## src/rtl/io_router_pkg.sv

```systemverilog
// io_router_pkg: register offsets and status bit positions shared by the I/O router
package io_router_pkg;
  localparam int NREGS = 6;
  localparam logic [2:0] REG_DATA  = 3'd0;
  localparam logic [2:0] REG_PTR   = 3'd1;
  localparam logic [2:0] REG_SPID  = 3'd2;
  localparam logic [2:0] REG_STAT  = 3'd3;
  localparam logic [2:0] REG_CURS  = 3'd4;
  localparam logic [2:0] REG_KBCTL = 3'd5;
  localparam int ST_NONEMPTY = 0;
  localparam int ST_OVF      = 1;
  localparam int ST_TIMEOUT  = 6;
  localparam int ST_BUSY     = 7;
endpackage

```

## src/rtl/io_router_if.sv

```systemverilog
// io_router_if: core data-bus signals between the AVR core and the I/O router
interface io_router_if;
  logic [15:0] address;
  logic [7:0]  cpu_out;
  logic        we;
  logic        read;
  logic [7:0]  mem_in;
  logic [7:0]  din;
  modport master (output address, cpu_out, we, read, mem_in, input din);
  modport slave  (input address, cpu_out, we, read, mem_in, output din);
endinterface

```

## src/rtl/io_router_kb_fifo.sv

```systemverilog
// kb_fifo: byte-wide synchronous FIFO; the caller only pushes when space is available
module kb_fifo #(
  parameter int DEPTH = 8,
  parameter int AW = $clog2(DEPTH)
) (
  input  logic          clk,
  input  logic          rst_n,
  input  logic          push,
  input  logic          pop,
  input  logic          flush,
  input  logic [7:0]    wdata,
  output logic [7:0]    head,
  output logic          full,
  output logic          empty,
  output logic [AW:0]   count
);
  logic [7:0]    mem [DEPTH];
  logic [AW-1:0] rd, wr;
  assign full  = count == (AW+1)'(DEPTH);
  assign empty = count == '0;
  assign head  = mem[rd];
  // read/write pointers and occupancy; flush empties the FIFO outright
  always_ff @(posedge clk or negedge rst_n)
    if (!rst_n) begin
      rd    <= '0;
      wr    <= '0;
      count <= '0;
    end else if (flush) begin
      rd    <= '0;
      wr    <= '0;
      count <= '0;
    end else begin
      if (push) wr <= wr + 1'b1;
      if (pop) rd <= rd + 1'b1;
      count <= count + (AW+1)'(push) - (AW+1)'(pop);
    end
  // storage needs no reset: it is only read through valid pointers
  always_ff @(posedge clk)
    if (push && !flush) mem[wr] <= wdata;
endmodule

```

## src/rtl/io_router.sv

```systemverilog
// io_router: memory-mapped I/O window for keyboard FIFO, font RAM, SPI and text cursor
module io_router
  import io_router_pkg::*;
#(
  parameter logic [15:0] BASE = 16'h0020,
  parameter int KB_DEPTH = 8,
  parameter int FONT_AW  = 12,
  parameter int CURSOR_W = 11
) (
  input  logic                clock,
  input  logic                reset_n,
  io_router_if.slave          bus,
  input  logic                kb_hit,
  input  logic [7:0]          kb_data,
  output logic                intr,
  output logic [FONT_AW-1:0]  font_addr,
  output logic [7:0]          font_wdata,
  output logic                font_we,
  input  logic [7:0]          font_rdata,
  output logic [7:0]          spi_out,
  output logic [1:0]          spi_cmd,
  output logic                spi_sent,
  input  logic [7:0]          spi_din,
  input  logic [1:0]          spi_st,
  output logic [CURSOR_W-1:0] cursor
);
  localparam int KAW = $clog2(KB_DEPTH);
  logic [15:0]        offset;
  logic [2:0]         off;
  logic               in_win, wr_hit, push, pop, flush, full, empty, kb_ovf;
  logic [7:0]         head, status, rdata;
  logic [KAW:0]       count;
  logic [FONT_AW-1:0] ptr, wr_addr;
  assign offset    = bus.address - BASE;
  assign in_win    = offset < 16'(NREGS);
  assign off       = offset[2:0];
  assign wr_hit    = bus.we && in_win;
  assign pop       = bus.read && bus.address == BASE && !empty;
  assign flush     = wr_hit && off == REG_KBCTL && bus.cpu_out[0];
  // a pop in the same cycle frees the slot, so a full FIFO still accepts the byte
  assign push      = kb_hit && (!full || pop) && !flush;
  assign font_addr = font_we ? wr_addr : ptr;
  assign bus.din   = rdata;
  kb_fifo #(.DEPTH(KB_DEPTH)) u_fifo (
    .clk(clock), .rst_n(reset_n), .push(push), .pop(pop), .flush(flush),
    .wdata(kb_data), .head(head), .full(full), .empty(empty), .count(count)
  );
  // read mux: window registers, otherwise RAM data
  always_comb begin
    status = '0;
    status[ST_BUSY]     = spi_st[0];
    status[ST_TIMEOUT]  = spi_st[1];
    status[ST_OVF]      = kb_ovf;
    status[ST_NONEMPTY] = !empty;
    rdata = bus.mem_in;
    if (in_win)
      case (off)
        REG_DATA: rdata = empty ? 8'h00 : head;
        REG_PTR:  rdata = font_rdata;
        REG_SPID: rdata = spi_din;
        REG_STAT: rdata = status;
        REG_CURS: rdata = cursor[7:0];
        default:  rdata = 8'(count);
      endcase
  end
  // register writes, font port, SPI strobe, keyboard interrupt and overflow flag
  always_ff @(posedge clock or negedge reset_n)
    if (!reset_n) begin
      intr       <= 1'b0;
      kb_ovf     <= 1'b0;
      font_we    <= 1'b0;
      font_wdata <= '0;
      wr_addr    <= '0;
      ptr        <= '0;
      spi_out    <= '0;
      spi_cmd    <= '0;
      spi_sent   <= 1'b0;
      cursor     <= '0;
    end else begin
      font_we  <= wr_hit && off == REG_DATA;
      spi_sent <= wr_hit && off == REG_STAT;
      if (push) intr <= ~intr;
      if (flush) kb_ovf <= 1'b0;
      else if (kb_hit && full && !pop) kb_ovf <= 1'b1;
      if (wr_hit && off == REG_DATA) begin
        wr_addr    <= ptr;
        font_wdata <= bus.cpu_out;
        ptr        <= ptr + 1'b1;
      end else if (wr_hit && off == REG_PTR) ptr <= {ptr[FONT_AW-9:0], bus.cpu_out};
      if (wr_hit && off == REG_SPID) spi_out <= bus.cpu_out;
      if (wr_hit && off == REG_STAT) spi_cmd <= bus.cpu_out[1:0];
      if (wr_hit && off == REG_CURS) cursor <= {cursor[CURSOR_W-9:0], bus.cpu_out};
    end
endmodule

```

## src/flat_wrapper.sv

```systemverilog
// flat-port wrapper written by rule: the top's interface ports become plain ports
module io_router_flat import io_router_pkg::*;
#(
  parameter logic [15:0] BASE = 16'h0020,
  parameter int KB_DEPTH = 8,
  parameter int FONT_AW  = 12,
  parameter int CURSOR_W = 11
)
  (clock, reset_n, kb_hit, kb_data, intr, font_addr, font_wdata, font_we, font_rdata, spi_out, spi_cmd, spi_sent, spi_din, spi_st, cursor, bus_address, bus_cpu_out, bus_we, bus_read, bus_mem_in, bus_din);
  io_router_if bus_i ();
  input  logic clock;
  input  logic reset_n;
  input  logic kb_hit;
  input  logic [7:0] kb_data;
  output logic intr;
  output logic [FONT_AW-1:0] font_addr;
  output logic [7:0] font_wdata;
  output logic font_we;
  input  logic [7:0] font_rdata;
  output logic [7:0] spi_out;
  output logic [1:0] spi_cmd;
  output logic spi_sent;
  input  logic [7:0] spi_din;
  input  logic [1:0] spi_st;
  output logic [CURSOR_W-1:0] cursor;
  input wire logic [$bits(bus_i.address)-1:0] bus_address;
  input wire logic [$bits(bus_i.cpu_out)-1:0] bus_cpu_out;
  input wire logic [$bits(bus_i.we)-1:0] bus_we;
  input wire logic [$bits(bus_i.read)-1:0] bus_read;
  input wire logic [$bits(bus_i.mem_in)-1:0] bus_mem_in;
  output wire logic [$bits(bus_i.din)-1:0] bus_din;
  assign bus_i.address = bus_address;
  assign bus_i.cpu_out = bus_cpu_out;
  assign bus_i.we = bus_we;
  assign bus_i.read = bus_read;
  assign bus_i.mem_in = bus_mem_in;
  assign bus_din = bus_i.din;
  io_router #(.BASE(BASE), .KB_DEPTH(KB_DEPTH), .FONT_AW(FONT_AW), .CURSOR_W(CURSOR_W)) u_core (.clock(clock), .reset_n(reset_n), .bus(bus_i), .kb_hit(kb_hit), .kb_data(kb_data), .intr(intr), .font_addr(font_addr), .font_wdata(font_wdata), .font_we(font_we), .font_rdata(font_rdata), .spi_out(spi_out), .spi_cmd(spi_cmd), .spi_sent(spi_sent), .spi_din(spi_din), .spi_st(spi_st), .cursor(cursor));
endmodule
```

## config.mk

```make
export PLATFORM = sky130hd
export DESIGN_NAME = io_router_flat
export DESIGN_NICKNAME = d
export VERILOG_FILES = /design/src/rtl/io_router_pkg.sv /design/src/rtl/io_router_if.sv /design/src/rtl/io_router_kb_fifo.sv /design/src/rtl/io_router.sv /design/src/flat_wrapper.sv
export SDC_FILE = /design/constraint.sdc
export NUM_CORES = 1
export LEC_CHECK = 0
export CORE_ASPECT_RATIO = 0.5
export CORE_MARGIN = 8
export CORE_UTILIZATION = 53
export CTS_CLUSTER_DIAMETER = 50
export DETAILED_ROUTE_END_ITERATION = 12
export GPL_TIMING_DRIVEN = 0
export PLACE_DENSITY = 0.8
export SLEW_MARGIN = 20
export SYNTH_ARGS = -nofsm -noshare
export SYNTH_HDL_FRONTEND = slang
export SYNTH_SLANG_ARGS = --single-unit
```

## constraint.sdc

```tcl
create_clock -name clock -period 2.95 [get_ports clock]
set_input_delay 0.59 -clock clock [delete_from_list [all_inputs] [get_ports clock]]
set_output_delay 0.59 -clock clock [all_outputs]
set_load 0.02 [all_outputs]
```

# --- After elaboration in Yosys (flattened, before gate mapping) ---
# Memories as Yosys holds them, arrays and structs flattened.
# Cells that the tools add are included.
# Widths: inputs -> output; s select.
totals:
  register_bits: 67
  latchBits: 0
  ram_bits: 64
  romBits: 0
  output_inout_bits: 52
  wordCells: 70
  memories: 1
memory_table:
  columns: ["memory", "depth", "width", "rd", "rd_ports_with_merged_regs", "write_ports", "line_no", "rtl"]
  rows:
  - ["u_core.u_fifo.mem", 8, 8, 1, 0, 1, "io_router_kb_fifo.sv:17", "logic [7:0] mem [DEPTH];"]
op_classes:
  addsub: 6
  n_mul: 0
  div_mod_pow: 0
  magnitude_cmp: 1
  eq_ne: 7
  n_shift: 0
  mux: 15
  bitwise: 1
  reduce_logical: 26
op_table:
  columns: ["operator", "count"]
  rows:
  - ["$pmux 8 s5", 1]
  - ["$mux 12", 3]
  - ["$eq 16x6->1 const B", 1]
  - ["$lt 16x3->1 const B", 1]
  - ["$mux 8", 2]
  - ["$sub 16x6->16 const B", 1]
  - ["$logic_and 1x1->1", 15]
  - ["$add 12x1->12 const B", 1]
  - ["$mux 3", 4]
  - ["$reduce_bool 2->1", 4]
  - ["$add 3x1->3 const B", 2]
  - ["$eq 3x2->1 const B", 2]
  - ["$eq 3x3->1 const B", 2]
  - ["$add 4x1->4", 1]
  - ["$eq 4x4->1 const B", 1]
  - ["$logic_not 1->1", 4]
  - ["$logic_not 4->1", 1]
  - ["$mux 1", 4]
  - ["$mux 4", 1]
  - ["$sub 4x1->4", 1]
  - ["$eq 3x1->1 const B", 1]
  - ["$logic_not 3->1", 1]
  - ["$logic_or 1x1->1", 1]
  - ["$not 1->1", 1]

# --- Logic depth before layout (Yosys ltp) ---
depth:
  depth_word: 10
  mapped_depth: 14
  depth_no_buf: 13

# --- Cells and area by module ---
# From an unflattened synthesis, not the netlist that was laid out.
unflattened:
  cells_unflattened: 520
  area_unflattened_um2: 6382.4
by_module_without_submodules:
  columns: ["mod", "instances", "cells_each", "area_each_um2", "seq_area_each_um2"]
  rows:
  - ["io_router", 1, 361, 3281.9, 1426.4]
  - ["kb_fifo", 1, 159, 3100.5, 2172.1]

# --- Least setup slack after synthesis ---
# Ideal clock, no wire load.
synth_timing:
  kind: "input-to-reg"
  start: "in bus_address[0]"
  end: "reg u_core.u_fifo.count[2]"
  setup_ns: 0.132
  t_arrival_ns: 2.916
  slack_ns: -0.098
  cell_stages: 11
  path_buffers: 1
  cell_sequence: "buf_6 > or3_4 > a21o_1 > o31ai_4 > o21ai_0 > ha_1 > inv_1 > ha_1 > fa_1 > xnor2_1 > nor2_1"
synth_between:
  elab_chain_len: 10
  elab_cells_between_ends: 16
  classes_between: "add/sub (3); order compare (1); eq/ne (2); mux (1); reduce/logical (9)"
synth_lines:
  columns: ["element", "line_no", "rtl"]
  rows:
  - ["start, declared", "flat_wrapper.sv:26", "input wire logic [$bits(bus_i.address)-1:0] bus_address;"]
  - ["$sub 16x6->16", "io_router.sv:34", "assign offset = bus.address - BASE;"]
  - ["$lt 16x3->1", "io_router.sv:35", "assign in_win = offset < 16'(NREGS);"]
  - ["$logic_and 1x1->1", "io_router.sv:37", "assign wr_hit = bus.we && in_win;"]
  - ["$logic_and 1x1->1 (2 in a row)", "io_router.sv:39", "assign flush = wr_hit && off == REG_KBCTL && bus.cpu_out[0];"]
  - ["$logic_not 1->1", "io_router.sv:41", "assign push = kb_hit && (!full || pop) && !flush;"]
  - ["$logic_and 1x1->1", "io_router.sv:41", null]
  - ["$add 4x1->4", "io_router_kb_fifo.sv:35", "count <= count + (AW+1)'(push) - (AW+1)'(pop);"]
  - ["$sub 4x1->4", "io_router_kb_fifo.sv:35", null]
  - ["$mux 4 (*)", "io_router_kb_fifo.sv:28", "end else if (flush) begin"]
  - ["end signal, assigned", "io_router_kb_fifo.sv:35", null]
  - ["end, declared", "io_router_kb_fifo.sv:15", "output logic [AW:0] count"]
# Mark *: on every way between the ends. The rest lies on a longest branch, timed or not.
# A chain may end at the register's enable or synchronous reset.

# --- Worst setup path in the final report ---
layout_timing:
  start: "in bus_address[6]"
  end: "out bus_din[4]"
layout_between:
  elab_chain_len: 3
layout_lines:
  columns: ["element", "line_no", "rtl"]
  rows:
  - ["$sub 16x6->16", "io_router.sv:34", null]
  - ["$lt 16x3->1", "io_router.sv:35", null]
  - ["$mux 8", "io_router.sv:56", "if (in_win)"]
  - ["end, declared", "flat_wrapper.sv:31", "output wire logic [$bits(bus_i.din)-1:0] bus_din;"]
# No other way between the ends.

==> reports/metrics.yaml <==
sta:
  hold_viol_final: 0
  rsz0062_at_grt: "yes"
  clock_skew_ns: 0.00738
  fin_ws_ns: 0.0109
  slew_headroom_pct: 43.6
  holdWs_ns: 0.0857
  finalSetupViolations: 0
  period_minus_slack_ns: 2.94
  finalCritPeriodShare_pct: 99.6
  max_slew.worst_pin.slew_ns: 0.842
  clock.fmax_mhz: 340
  drv_slew: 0
  setup_tns_ns: 0
finish:
  final_util_pct: 74.7
  fin_cells: 812
  layout_common_cells: "clkdlybuf4s50_1, dfrtp_1, edfxtp_1"
  drive_above_1_share_pct: 31.1
  layout_commonest_cell: "clkdlybuf4s50_1"
  fin_nets: 709
  n_antenna_cell: 0
  area_growth_pct: 39.0
place:
  hpwl_mm: 11.5
  gp_congestion: 0.863
  place_worst_setup_slack_ns: -1.20
  dp_cells: 757
  port_buffers: 113
global_route:
  overflow: 0
  grt_pass1_wl_mm: 26.9
  grt_pass1_vias: 4805
  grt_max_degree: 42
  antenna_found_initial: 0
  grtUsageTotal_pct: 22.5
setup_path:
  reg2reg_from: "u_core.u_fifo.count[2]"
  slowest_delay_ns: 0.34
  cp.required_ns: 2.36
  crit_top_cell: "buf_4"
  cp_slowest_cell: "mux2_2"
  rrSetupSlack_ns: 0.29
  end_kind: "primary output"
  r2r_end: "u_core.u_fifo.count[1]"
  path_buf_inv: 5
  cp_num_cells: 10
  worstSetupStartpointType: "input pin"
  crit_type: "in -> out"
  crit_chain: "dlygate4sd2_1 > inv_2 > ha_2 > and2_4 > and4_1 > buf_6 > nand3_4 > buf_4 > mux2_2 > buf_4"
  arrival_ns: 2.35
  crit_family: "buffers and inverters"
  worstPathMaxFanout: 4
  worst_r2r_path_depth: 11
clock_network:
  ctsHoldBuffers: 0
  cts_root_buf: "clkbuf_16"
  cts.clk_slew.worst_paths_ns: 0.06
  cts_buffers: 17
  clock_sinks: 131
  tritoncts: "done"
  ctsHtreeMaxLevel: 4
  clock_latency_ns: 0.42
  cts.path.max_buffers: 2
logic_synthesis:
  synth_top_family_by_area: "multiplexers"
  yosysSeqAreaShare_pct: 57.4
  muxShareOfSynthArea_pct: 17.5
  synth-edff-count: 64
  synth_fa_ha_area_share_pct: 2.52
  synth_nets: 553
  synth-main-ff-cell: "dfrtp_1"
  yosys.area_share.simple_pct: 11.0
  synth_compound_area_share_pct: 7.99
  yosysUniqueCellTypes: 58
  synth-seq-cells: 131
  synthXorXnorAreaFrac_pct: 0.978
  syn-cell-area_mm2: 0.00627
  async_flop_share_pct: 51.1
  netlist_instances: 478
  syn_avg_cell_area_um2: 13.1
  ys_warn_count: 0
floorplanning:
  die_area_mm2: 0.0158
  die_y_um: 92.9
  io-pin-count: 115
  rows: 28
  design.core.area_mm2: 0.0117
  initial_utilization_pct: 53.7
  die_w_um: 170
power:
  p_comb_share_pct: 15.5
  leakage_uw: 0.00346
  powerDensity_mw_per_mm2: 615
  ir_worst_vdd_uv: 466
  p_sw_share_pct: 27.7
  pwr-share-seq_pct: 41.8
  p_switching_uw: 1490
  clockPowerShare_pct: 42.7
  p_int_uw: 3870
job:
  cap_violations: 0
detailed_routing:
  num_vias: 4741
  wl_mm: 18.0
  detail_route.iter0.violations: 416
  drt-vias-per-instance: 5.84
  drtPass1Iterations: 5
  detail_route.drc_violations: 0
  wire_per_inst_um: 22.2
  ant_nets: 0
worst_hold_path:
  hp-class: "in -> async"
outcome:
  outcome: "finished, final reports clean"
==> cell families (layout without fill, tap and decap cells) <==
group,count (synthesis),count (layout)
compound gates,73,73
xor+xnor,7,7
fa+ha+maj,12,12
buf+inv,39,208
flops,131,131
mux,85,85
simple gates,131,131
==> cell usage after synthesis (2+ instances only) <==
cell | count | area, um^2
nand2_1 | 26 | 97.6
a21o_1 | 4 | 30.0
o221ai_1 | 2 | 17.5
or4_1 | 2 | 15.0
buf_1 | 4 | 15.0
nand4b_1 | 2 | 17.5
nor2_1 | 37 | 139
nor3_2 | 3 | 30.0
xnor2_1 | 6 | 52.6
o21ai_0 | 15 | 75.1
o31ai_1 | 2 | 15.0
mux4_2 | 14 | 315
ha_1 | 11 | 138
a22oi_1 | 6 | 45.0
nor4_1 | 7 | 43.8
and2_1 | 4 | 25.0
clkbuf_1 | 13 | 48.8
nand4_1 | 5 | 31.3
buf_2 | 8 | 40.0
o22ai_1 | 7 | 43.8
o221a_2 | 2 | 22.5
mux2_2 | 56 | 631
nand3_1 | 11 | 55.1
dfrtp_1 | 67 | 1680
nor2b_1 | 7 | 43.8
a21oi_1 | 17 | 85.1
a31oi_1 | 2 | 12.5
a32o_1 | 2 | 20.0
a211oi_1 | 2 | 15.0
and3_1 | 3 | 18.8
nor3_1 | 10 | 50.1
nand2b_1 | 6 | 37.5
inv_1 | 13 | 48.8
mux2i_1 | 15 | 150
edfxtp_1 | 64 | 1920
==> state kept, by name, summed over array words and instances, names as in the netlist <==
signal	cells
u_core.u_fifo.wr	3
u_core.font_wdata	8
u_core.intr	1
u_core.kb_ovf	1
u_core.font_we	1
u_core.u_fifo.count	4
u_core.u_fifo.mem	64
u_core.spi_cmd	2
u_core.wr_addr	12
u_core.cursor	11
u_core.spi_sent	1
u_core.ptr	12
u_core.spi_out	8
u_core.u_fifo.rd	3
==> worst max-delay path by stage <==
stage	from	endpoint
2_1_floorplan	bus_address[14]	u_core.u_fifo.count[2]
3_3_place_gp	bus_address[5]	bus_din[2]
3_5_place_dp	bus_address[5]	bus_din[2]
4_1_cts	u_core.u_fifo.rd[0]	bus_din[2]
5_1_grt	u_core.u_fifo.rd[0]	bus_din[7]
6_report	bus_address[6]	bus_din[4]
==> timing repair <==
action | 4_1_cts | 5_1_grt
setup endpoints to repair | 79 | 35
gates resized for setup | 101 | 27
cloned | 1 | 2
pin swaps | 12 | 13
buffers inserted | 15 | 5
==> cell type report <==
cell class / count / area (um^2)
Buffer: 26 / 195
Clock buffer: 17 / 425
Clock inverter: 15 / 211
Fill cell: 714 / 2960
Inverter: 13 / 48.8
Multi-Input combinational cell: 308 / 2680
Sequential cell: 131 / 3600
Tap cell: 165 / 206
Timing Repair Buffer: 137 / 1340
==> through the flow <==
stage	cell area, um^2	power (uW)
after floorplan	6270	2680
after global placement	7600	2950
after detailed placement	7630	3000
after CTS	8570	5340
after global routing	8710	5570
final	8710	5360
==> metal layers <==
layer  vias to the layer above  GRT usage (%)  share of wire [%]
li1                       2130              -                  -
met1                      2375           27.4                 40
met2                       193           39.0                 52
met3                        43           4.75                5.4
met4                         0           8.78                2.7
met5                         -              0                  0
==> power groups by stage <==
stage | clock [uW] | combinational (uW) | sequential [uW]
floorplan | 0 | 447 | 2240
global placement | 0 | 704 | 2250
detailed placement | 0 | 736 | 2260
CTS | 2310 | 794 | 2240
global route | 2390 | 917 | 2250
finish | 2290 | 831 | 2240
Note: power is estimated with default switching activity, not from simulation.
